<file path="config.mk">
export PLATFORM = sky130hd
export DESIGN_NAME = conv_frame_ctrl
export DESIGN_NICKNAME = d
export VERILOG_FILES = /design/src/rtl/conv_frame_ctrl.sv
export SDC_FILE = /design/constraint.sdc
export NUM_CORES = 1
export LEC_CHECK = 0
export ABC_AREA = 1
export CAP_MARGIN = 20
export CORE_UTILIZATION = 40
export DETAILED_ROUTE_END_ITERATION = 7
export SETUP_SLACK_MARGIN = 0.02
export SLEW_MARGIN = 15
export SYNTH_ARGS = -nofsm -noshare
export SYNTH_HDL_FRONTEND = slang
export SYNTH_SLANG_ARGS = --single-unit
</file>
<file path="constraint.sdc">
create_clock -name clk_sig -period 1.56 [get_ports clk_sig]
set_input_delay 0.156 -clock clk_sig [delete_from_list [all_inputs] [get_ports clk_sig]]
set_output_delay 0.156 -clock clk_sig [all_outputs]
set_load 0.01 [all_outputs]
</file>
<file path="src/rtl/conv_frame_ctrl.sv">
// Frame sequencer for the convolutional encoder: preamble, DATA_LEN source bits, TAIL_LEN zero flush.
// Registered outputs, first bit one cycle after start; source bits reach enc_bit one cycle after src_rd; no backpressure.
module conv_frame_ctrl #(
    parameter int                  PRE_LEN     = 8,
    parameter logic [PRE_LEN-1:0]  PRE_PATTERN = 8'hA5,
    parameter int                  DATA_LEN    = 16,
    parameter int                  TAIL_LEN    = 2
) (
    input  logic       clk_sig,
    input  logic       rst_n,
    input  logic       start_p,
    input  logic       abort_p,
    input  logic       cont_sig,
    input  logic       src_bit,
    output logic       src_rd,
    output logic       enc_bit,
    output logic       enc_en,
    output logic [1:0] phase,
    output logic       busy,
    output logic       done_p
);
    localparam int MAX_PD = (PRE_LEN > DATA_LEN) ? PRE_LEN : DATA_LEN;
    localparam int MAX_L  = (MAX_PD > TAIL_LEN) ? MAX_PD : TAIL_LEN;
    localparam int CW     = $clog2(MAX_L + 1);

    typedef enum logic [1:0] {
        S_IDLE = 2'd0,
        S_PRE  = 2'd1,
        S_DATA = 2'd2,
        S_TAIL = 2'd3
    } state_t;

    state_t             r_state;
    logic [CW-1:0]      r_cnt;
    logic               r_src_rd;
    logic               r_enc_bit;
    logic               r_enc_en;
    logic [1:0]         r_phase;
    logic               r_busy;
    logic               r_done;

    // r_cnt holds the index of the bit currently on enc_bit, counting down to 0 within a phase
    logic [CW-1:0]      w_pre_idx;
    logic [PRE_LEN-1:0] w_pre_sh;

    assign w_pre_idx = r_cnt - CW'(1);
    assign w_pre_sh  = PRE_PATTERN >> w_pre_idx;

    always_ff @(posedge clk_sig or negedge rst_n) begin
        if (!rst_n) begin
            r_state   <= S_IDLE;
            r_cnt     <= '0;
            r_src_rd  <= 1'b0;
            r_enc_bit <= 1'b0;
            r_enc_en  <= 1'b0;
            r_phase   <= 2'd0;
            r_busy    <= 1'b0;
            r_done    <= 1'b0;
        end else begin
            r_done <= 1'b0;
            if (abort_p) begin
                r_state   <= S_IDLE;
                r_cnt     <= '0;
                r_src_rd  <= 1'b0;
                r_enc_bit <= 1'b0;
                r_enc_en  <= 1'b0;
                r_phase   <= 2'd0;
                r_busy    <= 1'b0;
            end else begin
                case (r_state)
                    S_IDLE: begin
                        if (start_p) begin
                            r_state   <= S_PRE;
                            r_cnt     <= CW'(PRE_LEN - 1);
                            r_enc_bit <= PRE_PATTERN[PRE_LEN-1];
                            r_enc_en  <= 1'b1;
                            r_phase   <= 2'd1;
                            r_busy    <= 1'b1;
                            r_src_rd  <= (PRE_LEN == 1);
                        end
                    end
                    S_PRE: begin
                        if (r_cnt == '0) begin
                            r_state   <= S_DATA;
                            r_cnt     <= CW'(DATA_LEN - 1);
                            r_enc_bit <= src_bit;
                            r_phase   <= 2'd2;
                            r_src_rd  <= (DATA_LEN != 1);
                        end else begin
                            r_cnt     <= w_pre_idx;
                            r_enc_bit <= w_pre_sh[0];
                            r_src_rd  <= (r_cnt == CW'(1));
                        end
                    end
                    S_DATA: begin
                        if (r_cnt == '0) begin
                            r_state   <= S_TAIL;
                            r_cnt     <= CW'(TAIL_LEN - 1);
                            r_enc_bit <= 1'b0;
                            r_phase   <= 2'd3;
                            r_src_rd  <= 1'b0;
                        end else begin
                            r_cnt     <= r_cnt - CW'(1);
                            r_enc_bit <= src_bit;
                            r_src_rd  <= (r_cnt != CW'(1));
                        end
                    end
                    S_TAIL: begin
                        if (r_cnt == '0) begin
                            r_done <= 1'b1;
                            if (cont_sig) begin
                                r_state   <= S_PRE;
                                r_cnt     <= CW'(PRE_LEN - 1);
                                r_enc_bit <= PRE_PATTERN[PRE_LEN-1];
                                r_phase   <= 2'd1;
                                r_src_rd  <= (PRE_LEN == 1);
                            end else begin
                                r_state   <= S_IDLE;
                                r_enc_bit <= 1'b0;
                                r_enc_en  <= 1'b0;
                                r_phase   <= 2'd0;
                                r_busy    <= 1'b0;
                            end
                        end else begin
                            r_cnt <= r_cnt - CW'(1);
                        end
                    end
                    default: r_state <= S_IDLE;
                endcase
            end
        end
    end

    assign src_rd  = r_src_rd;
    assign enc_bit = r_enc_bit;
    assign enc_en  = r_enc_en;
    assign phase   = r_phase;
    assign busy    = r_busy;
    assign done_p  = r_done;

endmodule

</file>
# Word level (Yosys, flattened, before mapping)
# Index checks and enable logic that the tools add are counted.
# W data, S select, Z words.
# totals
reg_bits	11
latch_bits	0
ramBits	0
romBits	0
wordCells	63
memories	0
# op_classes
n_addsub	1
n_mul	0
n_div	0
n_lt_le_gt_ge	0
n_eq_ne	12
shift	1
muxes	35
bitwise_logic	0
reduce_logical	8
# ops
operator	count
$mux W5	6
$pmux W5 S4	1
$mux W1	19
$ne A3 B3 Y1 const B	6
$mux W2	5
$pmux W1 S4	2
$pmux W2 S4	1
$reduce_and A4 Y1	2
$shr A8 B5 Y1 const A	1
$eq A5 B1 Y1 const B	1
$logic_not A5 Y1	1
$ne A5 B1 Y1 const B	1
$sub A5 B1 Y5 const B	1
$eq A2 B2 Y1 const B	2
$ne A4 B4 Y1 const B	1
$reduce_and A2 Y1	2
$reduce_and A3 Y1	1
$reduce_bool A3 Y1	1
$eq A2 B1 Y1 const B	1
$logic_not A2 Y1	1
$pmux W1 S2	1

# Longest topological paths before layout
# Gate-level depths: netlist of run 1.
# depth
depth_word	5
depth_mapped	11
depth_no_buf	11

# Worst setup path after synthesis of run 1
# OpenSTA, ideal clock, no wires.
# synth_timing
path_kind	reg2reg
from	register, netlist name phase[0]
to	register r_cnt[2]
t_arrival_ns	1.338
t_required_ns	1.444
setup_slack_ns	0.105
stages_incl_launch_ff	10
n_path_buf	0
synth_period_minus_slack_ns	1.455
path_cell_list	dfrtp_1 -> inv_1 -> ha_1 -> inv_1 -> nor3_1 -> inv_1 -> nand3_1 -> inv_1 -> nand2_1 -> nand2_1
# synth_lines
item	line_no	text
end signal, assigned	74	r_cnt <= CW'(PRE_LEN - 1);
end signal, assigned	85	r_cnt <= CW'(DATA_LEN - 1);
end signal, assigned	90	r_cnt <= w_pre_idx;
end, declared	34	logic [CW-1:0] r_cnt;

==> reports/qor.csv, run 1 <==
metric,value,unit
IO buf count,12,
Least-Margin Pin Slew,0.5029,ns
Pleak,0.5563,nW
clk sinks,11,
total die area,2292,um2
CTS tree,built,
Core Box Area,1962,um2
largest net degree at the start of global routing,12,
crit path DAT,1.66,ns
synth cell count leaders,"41 x nand2_1, 17 x inv_1, 13 x nand3_1",
Starting Density,42.92,%
slew margin rel.,66.37,%
CP Class,reg -> reg,
Synth Instances,125,
status,finished clean,
leading post-synthesis cells by cell area,"dfrtp_1 33%, nand2_1 18%, ha_1 8.9%",
H-Tree Depth,1,
DR DRC count,0,
placement row count,16,
gr usage total,20.72,%
"antenna viol nets, final",0,
first-pass GRT wire length,3270,um
vias in the first global route,738,
Final HPWL DP,1616,um
final WL,2002,um
Syn-to-layout area delta,31.95,%
Yosys top cell area share,32.69,%
period utilisation layout,93.83,%
"CTS clk-pin slew, worst paths",0.08,ns
Hold WC Path Type,in -> async,
"FF+latch count, synth",11,
met2 GRT Util,34.86,%
pwr/cell area,2005,nW/um2
initial antenna violation count,0,
GR Util met1,26.86,%
final setup fails,0,
diode count,0,
Slew Limit Fails,0,
"Clk Latency, worst-skew pair",0.27,ns
Final GP Congestion,0.8724,
maximum vdd drop,1108,uV
worst path required time,1.75,ns
layout cell share with drive strength beyond 1,17.81,%
Layout Utilization,56.63,%
Critical Path Source Type,register,
vias per cell,4.988,
Global Route met3 Usage,3.396,%
setup_tns,0,ns
most area-hungry cell type in the Yosys netlist,dfrtp_1,
"count leader, synth",nand2_1,
first-iteration detailed-routing DRC count,23,
syn nets,137,
Setup WS pre-CTS,0.005197,ns
final worst path period need,1.464,ns
Fmax achieved,683.2,MHz
crit end category,register,
"Cell Area, Synth",842.1,um2
Post-synth ARST share,100.0,%
Clock Skew,0.01071,ns
syn_area_per_cell,6.736,um2
RSZ-0062 raised after global routing,no,
Post-synth EDFFs,0,
"Seq/Total Area, Yosys",32.69,%
CTS root buffer,clkbuf_4,
Via Count,863,
CTS Buf Count,3,
top_reg_cell synth,dfrtp_1,
gr ovfl total,0,
Die H,47.88,um
Die Wd,47.88,um
final hold vios,0,
drt pass-1 iters,4,
Max Root-Sink Buffers,2,
number of fill cells in the layout,192,
average wire per cell in the routed design,11.57,um
post-route setup slack,0.09623,ns
Synth Warn #,0,
IO Pins,13,
MaxCap Viol Count,0,
GRT Max-Usage Layer,met2,
fin nets,159,
CP max FO,7,
post-synth cell types,21,
sequential cells by signal, indices dropped and copies added, names as in the netlist:
register / count
busy: 1
done_p: 1
enc_bit: 1
phase: 2
r_cnt: 5
src_rd: 1
timing repair:
item / 4_1_cts / 5_1_grt
pin swaps: 0 / 1
hold buffers: 0 / 0
resized for setup: 1 / 11
endpoints found under the setup margin: 1 / 10
setup buffers: 0 / 0
through the flow:
| stage | total power (W) | hold slack, ns | cell area (um2) | cells |
|---|---|---|---|---|
| 6_report | 0.002228 | 0.2142 | 1111 | 173 |
| 3_5_place_dp | 0.001911 | 0.4803 | 1036 | 169 |
| 2_1_floorplan | 0.001412 | -0.1396 | 842.1 | 125 |
| 3_3_place_gp | 0.001911 | 0.4679 | 1036 | 169 |
| 4_1_cts | 0.002134 | 0.2270 | 1065 | 173 |
| 5_1_grt | 0.002474 | 0.2633 | 1111 | 173 |
layer usage:
metal,up-vias,wire length [um]
li1,441,-
met1,402,925
met2,18,992
met3,2,74
met4,0,9
met5,-,0
where the power goes:
part / switching, W / total [W] / internal (W) / leakage (nW)
Clock: 0.0000983 / 0.000197 / 0.0000989 / 0.0150
Sequential: 0.000116 / 0.000508 / 0.000392 / 0.143
Combinational: 0.000855 / 0.00152 / 0.000668 / 0.398
layout by cell type, fill, tap and decap left out:
cell,instances
clkbuf_1,1
nor2_1,8
nor2_2,1
dfrtp_1,10
or2_0,1
buf_4,7
o31ai_1,1
dfrtp_2,1
o21ai_1,5
or2_2,1
nand2_2,3
nand2_1,40
nand3_2,1
o21ai_2,1
nor3_1,2
nand3_4,1
ha_1,3
ha_4,3
o21ai_0,3
nand3_1,12
a21oi_1,4
inv_2,3
inv_1,15
clkbuf_4,3
nand4_1,3
nor2_4,1
clkdlybuf4s50_1,12
final timing paths:
kind                                 startpoint                   end  slack (ns)  cells after the start
setup reg to reg           phase[0]$_DFFE_PN0P_  phase[0]$_DFFE_PN0P_         0.1                      8
max in group asynchronous                 rst_n  phase[0]$_DFFE_PN0P_        0.98                      1
hold / removal                            rst_n  r_cnt[4]$_DFFE_PN0P_        0.21                      1
hold reg to reg             enc_bit$_DFFE_PN0P_   enc_bit$_DFFE_PN0P_        0.50                      2
min in group clk_sig                    start_p      busy$_DFFE_PN0P_        0.48                      3
setup / recovery           phase[0]$_DFFE_PN0P_  phase[0]$_DFFE_PN0P_         0.1                      8
layout make-up:
type | instances | area (um2) | share of cell area, %
tap | 27 | 33.78 | 3.041
sequential | 11 | 276.5 | 24.89
inverter | 18 | 67.56 | 6.081
multi-input combinational | 94 | 534.3 | 48.09
clock buffer | 4 | 26.28 | 2.365
timing repair buffer | 19 | 172.7 | 15.54
logic make-up after synthesis:
family          Yosys count  share of synthesized area, %
buf+inv                  20                         9.509
simple gates             74                         39.82
flops                    11                         32.69
fa+ha+maj                 6                         8.915
compound gates           14                         9.064
critical path, cell delays in order, from the launching register on:
cell and delay, ns:
dfrtp_2 0.47, inv_2 0.11, ha_4 0.16, inv_1 0.06, nor3_1 0.13, inv_1 0.14, nand2_1 0.16, nand2_1 0.06
o21ai_1 0.09
Power figures use the tool's default switching activity.
==> run 2: changes to the inputs <==
--- a/config.mk
+++ b/config.mk
@@ -10,7 +10,7 @@
 export CORE_UTILIZATION = 40
 export DETAILED_ROUTE_END_ITERATION = 7
 export SETUP_SLACK_MARGIN = 0.02
-export SLEW_MARGIN = 15
+export SLEW_MARGIN = 20
 export SYNTH_ARGS = -nofsm -noshare
 export SYNTH_HDL_FRONTEND = slang
 export SYNTH_SLANG_ARGS = --single-unit
==> results of run 2 <==
Same layout as run 1: the final DEF is identical, and so are final timing and power.
==> run 3: changes to the inputs <==
--- a/config.mk
+++ b/config.mk
@@ -5,11 +5,12 @@
 export SDC_FILE = /design/constraint.sdc
 export NUM_CORES = 1
 export LEC_CHECK = 0
-export ABC_AREA = 1
 export CAP_MARGIN = 20
+export CORE_ASPECT_RATIO = 0.6
 export CORE_UTILIZATION = 40
 export DETAILED_ROUTE_END_ITERATION = 7
 export SETUP_SLACK_MARGIN = 0.02
+export SKIP_CTS_REPAIR_TIMING = 1
 export SLEW_MARGIN = 20
 export SYNTH_ARGS = -nofsm -noshare
 export SYNTH_HDL_FRONTEND = slang
==> reports/qor.csv, run 3 <==
metric,value,unit
"CTS clk-pin slew, worst paths",0.07,ns
Yosys top cell area share,31.84,%
violated checks,setup timing,
Die Wd,62.02,um
placement row count,12,
gr ovfl total,0,
"CP delay by family, top",simple AND/OR/NAND/NOR gates,
"Clk Latency, worst-skew pair",0.28,ns
IO buf count,12,
"FF+latch count, synth",11,
Fmax achieved,579.1,MHz
final worst path period need,1.727,ns
Post-synth EDFFs,0,
CTS tree,built,
leading post-synthesis cells by cell area,"dfrtp_1 32%, ha_1 8.7%, nor2_1 5.2%",
Max Root-Sink Buffers,2,
design area,1458,um2
Starting Density,44.64,%
final setup fails,9,
Final GP Congestion,0.9415,
R2R cell count,6,
"non-filler cells, final",169,
syn_area_per_cell,8.733,um2
crit path DAT,1.95,ns
worst path required time,1.78,ns
Layout Utilization,75.26,%
Least-Margin Pin Slew,0.5346,ns
CP max FO,5,
synth cell count leaders,"12 x nor2_1, 11 x dfrtp_1, 8 x inv_1",
Slew Limit Fails,0,
pwr/cell area,2183,nW/um2
crit end category,register,
vias in the first global route,805,
Hold WC Path Type,in -> async,
final hold vios,0,
Clock Skew,0.004019,ns
Die H,38.01,um
first-pass GRT wire length,3898,um
"antenna viol nets, final",0,
initial antenna violation count,0,
average wire per cell in the routed design,16.67,um
status,"finished, violations left",
Pleak,0.6227,nW
slew margin rel.,64.25,%
number of fill cells in the layout,122,
CP max stage cell,or4b_4,
CP Class,reg -> reg,
CP Buf/Inv Count,2,
syn nets,111,
Syn-to-layout area delta,68.60,%
drt pass-1 iters,4,
H-Tree Depth,1,
IO Pins,13,
MaxCap Viol Count,0,
"Seq/Total Area, Yosys",31.84,%
final WL,2817,um
layout cell share with drive strength beyond 1,52.48,%
CTS root buffer,clkbuf_4,
fin nets,154,
Core Box Area,1937,um2
first-iteration detailed-routing DRC count,33,
max FFs per register,5,
"Cell Area, Synth",864.6,um2
Post-synth ARST share,100.0,%
DP Cell Count,158,
period utilisation layout,110.7,%
most area-hungry cell type in the Yosys netlist,dfrtp_1,
CP max stage delay,0.52,ns
Via Count,951,
"count leader, synth",nor2_1,
FF-to-FF Start,r_cnt[0]$_DFFE_PN0P_,
R2R setup slack,-0.17,ns
vias per cell,5.627,
CTS Buf Count,3,
DR DRC count,0,
Crit Reg-Reg Endpoint,r_cnt[0]$_DFFE_PN0P_,
total die area,2357,um2
"commonest non-fill, non-tap cell in the layout",buf_4,
diode count,0,
post-synth cell types,39,
Setup WS pre-CTS,-0.1555,ns
post-route setup slack,-0.1668,ns
placed cell area,1210,um2
gr usage total,24.13,%
Largest Register,r_cnt,
worst path cell trace,"inv_2, ha_4, or4b_4, buf_4, a21oi_2, o221a_2",
Final HPWL DP,1839,um
top_reg_cell synth,dfrtp_1,
"commonest non-fill, non-tap cells in the layout","30 x buf_4, 11 x nor2_1, 11 x clkdlybuf4s50_1",
maximum vdd drop,1058,uV
RSZ-0062 raised after global routing,yes,
Critical Path Source Type,register,
Synth Instances,99,
Synth Warn #,0,
largest net degree at the start of global routing,12,
clk sinks,11,
## run 3: cell count changes after synthesis, moves of 3 or more
cell      change
nand2_1      -37
o21ai_1       -5
nand2b_1      +4
mux2i_1       +3
nand3_1       -9
nor2_1        +3
inv_1         -9
## run 3: layer usage
metal | GRT usage, % | vias up | share of wire, %
met5 | 0 | - | 0
met4 | 3.333 | 0 | 0.85
met3 | 12.16 | 4 | 11
met2 | 30.85 | 48 | 41
met1 | 35.67 | 445 | 47
li1 | - | 454 | -
## run 3: metrics by stage
stage | total power (W) | hold slack, ns | setup TNS, ns
after global routing | 0.003376 | 0.2593 | -1.438
after detailed placement | 0.002346 | 0.5279 | -0.8731
after floorplan | 0.001612 | -0.1396 | -0.6293
after global placement | 0.002338 | 0.5306 | -0.8214
after CTS | 0.002564 | 0.2287 | -1.051
final | 0.003183 | 0.2195 | -0.8163
## run 3: logic make-up (layout without fill, tap and decap cells)
logic type	count (synthesis)	in the layout	synth area share (%)
AO/OA/AOI/OAI	27	27	22.00
AND/OR/NAND/NOR	37	38	25.04
multiplexers	3	3	3.473
flip-flops	11	11	31.84
adder cells (fa/ha/maj)	6	6	8.683
buffers and inverters	15	56	8.973
## run 3: layout make-up
cell class	count	area (um2)	share of cell area (%)
clock buffers	4	26.28	1.803
inverters	8	32.53	2.232
multi-input cells	74	713.2	48.93
flip-flops and latches	11	280.3	19.23
well taps	28	35.03	2.403
repair buffers	44	370.4	25.41
## run 3: power breakdown
part	leakage [nW]	total [W]	internal, W	switching [W]
logic	0.468	0.00244	0.00130	0.00114
registers	0.140	0.000539	0.000393	0.000147
clock network	0.0150	0.000207	0.0000995	0.000107
## run 3: worst reg2reg max path, stage by stage, from the launching register on
cell,delay (ns)
dfrtp_2,0.43
inv_2,0.09
ha_4,0.16
or4b_4,0.52
buf_4,0.17
a21oi_2,0.12
o221a_2,0.18
## run 3: worst max path at each step
stage                                    start                    to  cells after the start
after floorplan           r_cnt[0]$_DFFE_PN0P_  r_cnt[1]$_DFFE_PN0P_                      6
after global placement    r_cnt[1]$_DFFE_PN0P_  r_cnt[1]$_DFFE_PN0P_                      5
after detailed placement  r_cnt[1]$_DFFE_PN0P_    src_rd$_DFFE_PN0P_                      6
after CTS                 r_cnt[1]$_DFFE_PN0P_    src_rd$_DFFE_PN0P_                      6
after global routing      r_cnt[0]$_DFFE_PN0P_  r_cnt[1]$_DFFE_PN0P_                      5
final                     r_cnt[0]$_DFFE_PN0P_  r_cnt[0]$_DFFE_PN0P_                      6
